$ cat src/rtl/if_fetch_unit_pkg.sv
// Shared widths, reset address and the {pc, inst} buffer entry layout for the
// instruction-fetch front end.
package if_fetch_unit_pkg;

    localparam int WORD    = 32;
    localparam int INST_W  = 32;
    localparam int ENTRY_W = WORD + INST_W;

    localparam logic [WORD-1:0] RESET_PC_DEFAULT = 32'h1C00_0000;

    typedef struct packed {
        logic [WORD-1:0]   pc;
        logic [INST_W-1:0] inst;
    } fetch_entry_t;

    function automatic logic [WORD-1:0] word_align(input logic [WORD-1:0] addr);
        return addr & ~32'h0000_0003;
    endfunction

endpackage

$ cat src/rtl/inst_fifo.sv
// Synchronous FIFO of {pc, inst} entries with a synchronous flush and a
// registered head, so a push becomes visible on the output one cycle later.
module inst_fifo
    import if_fetch_unit_pkg::*;
#(
    parameter int DEPTH = 2
) (
    input  logic                   clk,
    input  logic                   rst,
    input  logic                   flush,
    input  logic                   push,
    input  logic [ENTRY_W-1:0]     push_data,
    input  logic                   pop,
    output logic                   head_valid,
    output logic [ENTRY_W-1:0]     head_data,
    output logic [$clog2(DEPTH):0] count
);

    localparam int PW = $clog2(DEPTH);
    localparam logic [PW-1:0] PTR_ONE = 1;

    logic [ENTRY_W-1:0] mem [DEPTH];
    logic [PW-1:0]      wr_ptr;
    logic [PW-1:0]      rd_ptr;
    logic [PW-1:0]      rd_ptr_next;
    logic [PW:0]        push_ext;
    logic [PW:0]        pop_ext;
    logic [PW:0]        remain;
    logic [PW:0]        count_next;
    logic               do_pop;

    assign do_pop      = pop && head_valid;
    assign push_ext    = {{PW{1'b0}}, push};
    assign pop_ext     = {{PW{1'b0}}, do_pop};
    assign remain      = count - pop_ext;
    assign count_next  = remain + push_ext;
    assign rd_ptr_next = do_pop ? rd_ptr + PTR_ONE : rd_ptr;

    always_ff @(posedge clk) begin
        if (push) begin
            mem[wr_ptr] <= push_data;
        end
    end

    // When no older entry survives this cycle, the new head is the word being pushed.
    always_ff @(posedge clk or posedge rst) begin
        if (rst) begin
            wr_ptr     <= '0;
            rd_ptr     <= '0;
            count      <= '0;
            head_valid <= 1'b0;
            head_data  <= '0;
        end else if (flush) begin
            wr_ptr     <= '0;
            rd_ptr     <= '0;
            count      <= '0;
            head_valid <= 1'b0;
            head_data  <= '0;
        end else begin
            if (push) begin
                wr_ptr <= wr_ptr + PTR_ONE;
            end
            rd_ptr     <= rd_ptr_next;
            count      <= count_next;
            head_valid <= (count_next != '0);
            if (count_next == '0) begin
                head_data <= '0;
            end else if (remain == '0) begin
                head_data <= push_data;
            end else begin
                head_data <= mem[rd_ptr_next];
            end
        end
    end

endmodule

$ cat src/rtl/if_fetch_unit.sv
// Fetch front end: owns the fetch PC, issues credit-limited in-order requests,
// buffers responses for decode and squashes wrong-path fetches on redirect.
module if_fetch_unit
    import if_fetch_unit_pkg::*;
#(
    parameter logic [31:0] RESET_PC  = RESET_PC_DEFAULT,
    parameter int          BUF_DEPTH = 2
) (
    input  logic        clk,
    input  logic        rst,
    input  logic        redirect_valid,
    input  logic [31:0] redirect_pc,
    output logic        imem_req,
    output logic [31:0] imem_addr,
    input  logic        imem_gnt,
    input  logic        imem_rvalid,
    input  logic [31:0] imem_rdata,
    output logic        inst_valid,
    output logic [31:0] inst_pc,
    output logic [31:0] inst,
    input  logic        inst_ready
);

    localparam int CW = $clog2(BUF_DEPTH) + 1;
    localparam logic [CW-1:0] ONE       = 1;
    localparam logic [CW:0]   DEPTH_LIM = BUF_DEPTH[CW:0];

    logic [WORD-1:0]    fetch_pc;
    logic [WORD-1:0]    resp_pc;
    logic [CW-1:0]      outstanding;
    logic [CW-1:0]      outstanding_next;
    logic [CW-1:0]      discard;
    logic [CW-1:0]      fifo_count;
    logic [CW:0]        credit_used;
    logic               grant;
    logic               take_rsp;
    fetch_entry_t       push_entry;
    fetch_entry_t       head_entry;
    logic [ENTRY_W-1:0] head_bits;

    // Handshakes: a request transfers when imem_req && imem_gnt, an instruction
    // leaves the buffer when inst_valid && inst_ready; the valid side holds its
    // payload stable until the transfer, and imem_rvalid is never backpressured.
    assign credit_used = {1'b0, outstanding} + {1'b0, fifo_count};
    assign imem_req    = !rst && (credit_used < DEPTH_LIM);
    assign imem_addr   = fetch_pc;
    assign grant       = imem_req && imem_gnt;
    assign take_rsp    = imem_rvalid && !redirect_valid && (discard == '0);

    always_comb begin
        outstanding_next = outstanding;
        if (grant && !imem_rvalid) begin
            outstanding_next = outstanding + ONE;
        end else if (!grant && imem_rvalid) begin
            outstanding_next = outstanding - ONE;
        end
    end

    // On redirect every request still unanswered after this cycle is wrong-path.
    always_ff @(posedge clk or posedge rst) begin
        if (rst) begin
            fetch_pc    <= RESET_PC;
            resp_pc     <= RESET_PC;
            outstanding <= '0;
            discard     <= '0;
        end else begin
            outstanding <= outstanding_next;
            if (redirect_valid) begin
                fetch_pc <= word_align(redirect_pc);
                resp_pc  <= word_align(redirect_pc);
                discard  <= outstanding_next;
            end else begin
                if (grant) begin
                    fetch_pc <= fetch_pc + 32'd4;
                end
                if (take_rsp) begin
                    resp_pc <= resp_pc + 32'd4;
                end
                if (imem_rvalid && (discard != '0)) begin
                    discard <= discard - ONE;
                end
            end
        end
    end

    assign push_entry.pc   = resp_pc;
    assign push_entry.inst = imem_rdata;

    inst_fifo #(
        .DEPTH (BUF_DEPTH)
    ) u_inst_fifo (
        .clk        (clk),
        .rst        (rst),
        .flush      (redirect_valid),
        .push       (take_rsp),
        .push_data  (push_entry),
        .pop        (inst_ready),
        .head_valid (inst_valid),
        .head_data  (head_bits),
        .count      (fifo_count)
    );

    assign head_entry = head_bits;
    assign inst_pc    = head_entry.pc;
    assign inst       = head_entry.inst;

    no_overflow_a : assert property (@(posedge clk) disable iff (rst)
        !(take_rsp && (fifo_count == DEPTH_LIM[CW-1:0])));

endmodule

$ cat config.mk
export PLATFORM = sky130hd
export DESIGN_NAME = if_fetch_unit
export DESIGN_NICKNAME = d
export VERILOG_FILES = /design/src/rtl/if_fetch_unit_pkg.sv /design/src/rtl/inst_fifo.sv /design/src/rtl/if_fetch_unit.sv
export SDC_FILE = /design/constraint.sdc
export NUM_CORES = 1
export LEC_CHECK = 0
export ABC_AREA = 0
export CAP_MARGIN = 20
export CORE_MARGIN = 10
export CORE_UTILIZATION = 50
export CTS_CLUSTER_SIZE = 12
export DETAILED_ROUTE_END_ITERATION = 8
export DONT_BUFFER_PORTS = 1
export PLACE_DENSITY = 0.66
export SYNTH_ARGS = -nofsm -noshare
export SYNTH_HDL_FRONTEND = slang
export SYNTH_SLANG_ARGS = --single-unit
$ cat constraint.sdc
create_clock -name clk -period 6.5 [get_ports clk]
set_input_delay 1.95 -clock clk [delete_from_list [all_inputs] [get_ports clk]]
set_output_delay 1.95 -clock clk [all_outputs]
set_load 0.02 [all_outputs]
# Yosys cells after proc, flatten, opt, wreduce, memory -nomap -nowiden
# Memories as Yosys holds them, arrays and structs flattened.
# Cells that the tools add are included.
[word_totals]
ram_bits = 128
ff_bits = 137
out_inout_bits = 98
word_cells = 60
mem_count = 1
[memory_table]
columns = ["name", "depth", "width", "rd", "rd_clocked_by_memory_dff", "write_ports", "line", "source"]
rows = [
  ["u_inst_fifo.mem", 2, 64, 1, 0, 1, "inst_fifo.sv:22", "logic [ENTRY_W-1:0] mem [DEPTH];"],
]
[classes]
order_cmp = 1
muxes = 19
reduce_logical = 20
addsub = 10
[ops]
columns = ["op", "count"]
rows = [
  ["$mux 64", 3],
  ["$mux 32", 4],
  ["$add 32x3->32 const B", 2],
  ["$mux 2", 5],
  ["$reduce_bool 2->1", 5],
  ["$logic_and 1x1->1", 8],
  ["$mux 1", 7],
  ["$logic_not 2->1", 3],
  ["$logic_not 1->1", 4],
  ["$sub 2x1->2 const B", 2],
  ["$add 2x2->3", 1],
  ["$lt 3x2->1 const B", 1],
  ["$add 1x1->1 const B", 2],
  ["$add 2x1->2", 1],
  ["$add 2x1->2 const B", 1],
  ["$sub 2x1->2", 1],
]

# Depth between registers and ports, before layout
[logic_depth]
depth_word = 9
depth_mapped = 10

# Modules after synthesis
# From an unflattened synthesis, not the netlist that was laid out.
[unflattened]
cells_unflattened = 971
area_unflattened_um2 = 11947.7
[by_module_without_submodules]
columns = ["mod", "seq_area_each_um2", "n_inst", "cells_each", "area_per_inst_um2"]
rows = [
  ["inst_fifo", 5570.3, 1, 535, 7958.9],
  ["if_fetch_unit", 1609.0, 1, 436, 3988.8],
]

# Worst setup path before layout
# No wires, ideal clock.
[synth_timing]
path_kind = "input port to flip-flop"
from = "input redirect_valid"
to = "memory u_inst_fifo.mem[0][0] (netlist name), enable pin"
setup_ps = 559
setup_slack_ps = -887
required_ps = 5941
arrival_time_ps = 6828
cell_stages = 4
cell_sequence = "clkbuf_1 > clkbuf_1 > clkbuf_1 > nor3_1"
[synth_via]
elab_chain_len = 5
[synth_lines]
columns = ["item", "line", "source"]
rows = [
  ["start: declaration", "if_fetch_unit.sv:11", "input logic redirect_valid,"],
  ["$logic_not 1->1", "if_fetch_unit.sv:48", "assign take_rsp = imem_rvalid && !redirect_valid && (discard == '0);"],
  ["$logic_and 1x1->1 (2 in a row)", "if_fetch_unit.sv:48", ""],
  ["$mux 1", "inst_fifo.sv:40", "if (push) begin"],
  ["$mux 1 (implied by the code)", "inst_fifo.sv:41", "mem[wr_ptr] <= push_data;"],
  ["end: declaration", "inst_fifo.sv:22", ""],
]
# Every way passes these cells.

# Worst setup path after layout
[layout_timing]
from = "input rst"
to = "output imem_req"
[layout_via]
elab_chain_len = 2
[layout_lines]
columns = ["item", "line", "source"]
rows = [
  ["start: declaration", "if_fetch_unit.sv:10", "input logic rst,"],
  ["$logic_not 1->1 (no line)", "--", ""],
  ["$logic_and 1x1->1", "if_fetch_unit.sv:45", "assign imem_req = !rst && (credit_used < DEPTH_LIM);"],
  ["end: declaration", "if_fetch_unit.sv:13", "output logic imem_req,"],
]
# Every way passes these cells.

==> qor.txt <==
TIMING
----------------------------------------------------------------------------------------------------
Final setup viols                                                                                  0
Final setup margin                                                                           1.95 ns
Setup clock skew after layout                                                              0.0160 ns
Number of max-slew violations in the final report                                                  0
Setup TNS                                                                                       0 ns
Clock period minus worst slack                                                               4.55 ns
WHS                                                                                         0.534 ns
Least-Margin Pin Slew                                                                        1.13 ns
Fmax                                                                                         220 MHz
Headroom to the max-slew limit                                                                 0.242
Fin crit share                                                                                 0.701
Final hold violation count                                                                         0
Unrepaired setup endpoints after global routing                                                   no

CTS
----------------------------------------------------------------------------------------------------
Post-CTS setup repair buffer count                                                                 0
Clock-pin slew reported for the worst setup and hold paths after clock tree synthesis        0.06 ns
Number of cells upsized or downsized after cts                                                     0
TritonCTS clock tree                                                                            done
Clock latency reported for the late side of the worst-skew pair                              0.52 ns
CTS H-tree lvls                                                                                    1
Maximum root-to-sink buffer count                                                                  3
Count of hold-fix buffers inserted at cts                                                          0
Buffer type at the clock tree root                                                         clkbuf_16
Number of buffers created by CTS                                                                  27
Total number of clock tree sinks                                                                 256

POWER AND IR DROP
----------------------------------------------------------------------------------------------------
Power per unit of standard cell area                                                      422 mW/mm²
Leak pwr                                                                                     4.75 nW
Worst vdd rail ir drop                                                                        213 µV
Total power after layout                                                                     4.99 mW

PLACEMENT
----------------------------------------------------------------------------------------------------
Number of cells after detailed placement                                                        1030
Post-place instance area                                                                  0.0110 mm²
Worst setup timing slack at the placement stage                                              1.94 ns
Routability congestion estimate from global placement                                          0.815
Final HPWL from detailed placement                                                           15.3 mm
Count of buffers from port buffering                                                               0

LOGIC SYNTHESIS
----------------------------------------------------------------------------------------------------
Total standard cell area after synthesis                                                  0.0107 mm²
Number of distinct library cells after synthesis                                                  47
Synth Area in Simple Gates                                                                    0.0998
Most used DFF post-synth                                                                     dfrtp_1
Post-Syn Area per Cell                                                                      13.6 µm²
Top cells by instance count after synthesis                                             126 x dfrtp_1, 124 x edfxtp_1, 86 x nor2_1
Share of cell area taken by muxes after synthesis                                             0.0955
Synthesized-area fraction occupied by ao, oa, aoi and oai cells                               0.0645
Async set-or-reset flop fraction in the synthesized netlist                                    0.516
Combinational family with the most area after synthesis                                 simple AND/OR/NAND/NOR gates
XOR/XNOR share of the synthesized area                                                        0.0498
Sequential share of the synthesized area                                                       0.658
Cell taking the most area after synthesis                                                   edfxtp_1
Cell count after synthesis                                                                       787
Yosys warns                                                                                        0
Top cells by area, synth                                                                edfxtp_1 35%, dfrtp_1 29%, mux2i_1 6.2%
Adder and majority gate portion of the synthesized area                                      0.00772
Area share of the leading cell type in the synthesized netlist                                 0.348
Number of enable-type register cells in the synthesized netlist                                  124
Flops & latches, synth                                                                           256
Cell with the most instances after synthesis                                                 dfrtp_1

FINISH
----------------------------------------------------------------------------------------------------
Area growth from synthesis to layout                                                           10.6%
Net count of the finished layout                                                                 860
Fraction of final layout cells sized beyond drive strength 1                                   0.121
Cell area after layout                                                                    0.0118 mm²
Share of the core filled with cells in the final layout                                        0.562
Non-filler cells in the finished layout                                                         1080

GLOBAL ROUTING
----------------------------------------------------------------------------------------------------
Antenna violations before repair                                                                   1
Number of global-route vias before repair                                                       6289
Total congestion overflow after global routing                                                     0
Wire length of the first global-routing pass                                                 36.2 mm
Pin count of the biggest net entering global routing                                              75
Total global-route track usage                                                                 0.159

FLOORPLANNING
----------------------------------------------------------------------------------------------------
Row count                                                                                         53
Overall die height                                                                            166 µm
I/O Pins                                                                                         168
Area of the die                                                                           0.0276 mm²
Standard cell core area                                                                   0.0210 mm²
Die boundary width                                                                            166 µm
Starting density of the core                                                                   0.509

WORST HOLD PATH
----------------------------------------------------------------------------------------------------
Hold path startpoint                                                                    resp_pc[31]$_DFFE_PP0N_
Worst Hold Depth                                                                                   0
Hold WC Path Type                                                                       register to register
Worst hold endpoint                                                                     u_inst_fifo.mem[1][63]$_DFFE_PP_

DETAILED ROUTING
----------------------------------------------------------------------------------------------------
Remaining design rule violation count                                                              0
Avg WL per Cell                                                                              21.0 µm
Residual antenna-violating net count after detailed routing                                        0
Detailed Route WL                                                                            22.7 mm
Vias per inst                                                                                   5.63
Via count                                                                                       6078
Starting DRC count in detailed routing                                                           450
Detailed-router iteration count before antenna repair                                              4

CRITICAL PATH
----------------------------------------------------------------------------------------------------
Crit path max-delay cell type                                                                  or3_2
Crit path buffers/inverters                                                                        1
Nature of the critical path startpoint                                                  primary input
Worst R2R Path Depth                                                                               7
CP max FO                                                                                          3
Data arrival time of the critical path                                                       2.60 ns
Slack of the worst reg-to-reg path                                                           3.19 ns
Top cell family by delay on the critical path                                           simple AND/OR/NAND/NOR gates
Startpoint of the worst register-to-register path                                       u_inst_fifo.count[0]$_DFF_PP0_
Number of cells on the critical path                                                               2
Crit. End Element                                                                         output pin
Reg-to-reg endpoint                                                                     imem_addr[20]$_DFFE_PP0P_
Required @ worst endpoint                                                                    4.55 ns
Critical-path cell list                                                                 or3_2 -> inv_1
Critical path's largest stage delay                                                          0.43 ns
CP Class                                                                                primary input to output pin

RUN STATUS
----------------------------------------------------------------------------------------------------
Status                                                                                  finished clean

RUN
----------------------------------------------------------------------------------------------------
Max Cap Viol                                                                                       0

-- cell families after synthesis --
logic type,Yosys count
flops,256
simple gates,210
mux,98
compound gates,96
xor+xnor,60
buf+inv,60
fa+ha+maj,6
other cells,1
-- area by class of cell --
cell class,instances,area (µm²)
inverter,15,61.3
antenna,1,2.50
clock buffer,41,728
fill,1664,9200
clock inverter,8,113
multi-input combinational,473,3440
tap,275,344
timing repair buffer,11,95.1
sequential,256,7030
-- routing by layer --
metal | GRT usage | up-vias | wire length [µm] | part of all wire
met5 | 0 | - | 0 | 0
met4 | 0.0374 | 0 | 329 | 0.015
met3 | 0.0589 | 26 | 2150 | 0.095
met2 | 0.246 | 209 | 10300 | 0.45
met1 | 0.209 | 2993 | 9920 | 0.44
li1 | - | 2850 | - | -
-- report_power, final --
part           switching [mW]  internal [mW]
logic                   0.683          0.361
clock network           0.578          0.886
registers               0.458           2.02
total                    1.72           3.27
-- worst max path at each step --
stage	from	endpoint
2_1_floorplan	redirect_valid	u_inst_fifo.mem[0][0]$_DFFE_PP_
3_3_place_gp	rst	imem_req
3_5_place_dp	rst	imem_req
4_1_cts	rst	imem_req
5_1_grt	rst	imem_req
6_report	rst	imem_req
-- layout by cell type (no fill, tap or decap), types with 2 or more instances in the layout --
cell and n:
a211oi_1 62, a21boi_0 10, a21boi_1 3, a21oi_1 11, and2_1 6, and3_1 7, buf_4 10, bufinv_16 3
clkbuf_1 14, clkbuf_16 27, clkinv_1 4, conb_1 3, dfrtp_1 126, dfstp_2 6, edfxtp_1 124, ha_1 5
inv_1 13, mux2_2 32, mux2i_1 66, nand2_1 22, nand2b_1 10, nand3_1 25, nand4_1 20, nor2_1 85
nor2b_1 4, nor3_1 9, nor4_1 3, nor4_4 3, o21a_1 3, o21ai_0 3, or2_2 2, xnor2_1 34
xor2_1 25
-- sequential cells by signal, indices dropped and copies added, names as in the netlist --
register	cells
u_inst_fifo.count	2
discard	2
u_inst_fifo.head_data	63
resp_pc	30
u_inst_fifo.head_valid	1
outstanding	2
u_inst_fifo.wr_ptr	1
u_inst_fifo.mem	124
imem_addr	30
u_inst_fifo.rd_ptr	1
No activity file was read; power rests on OpenSTA's default activity.
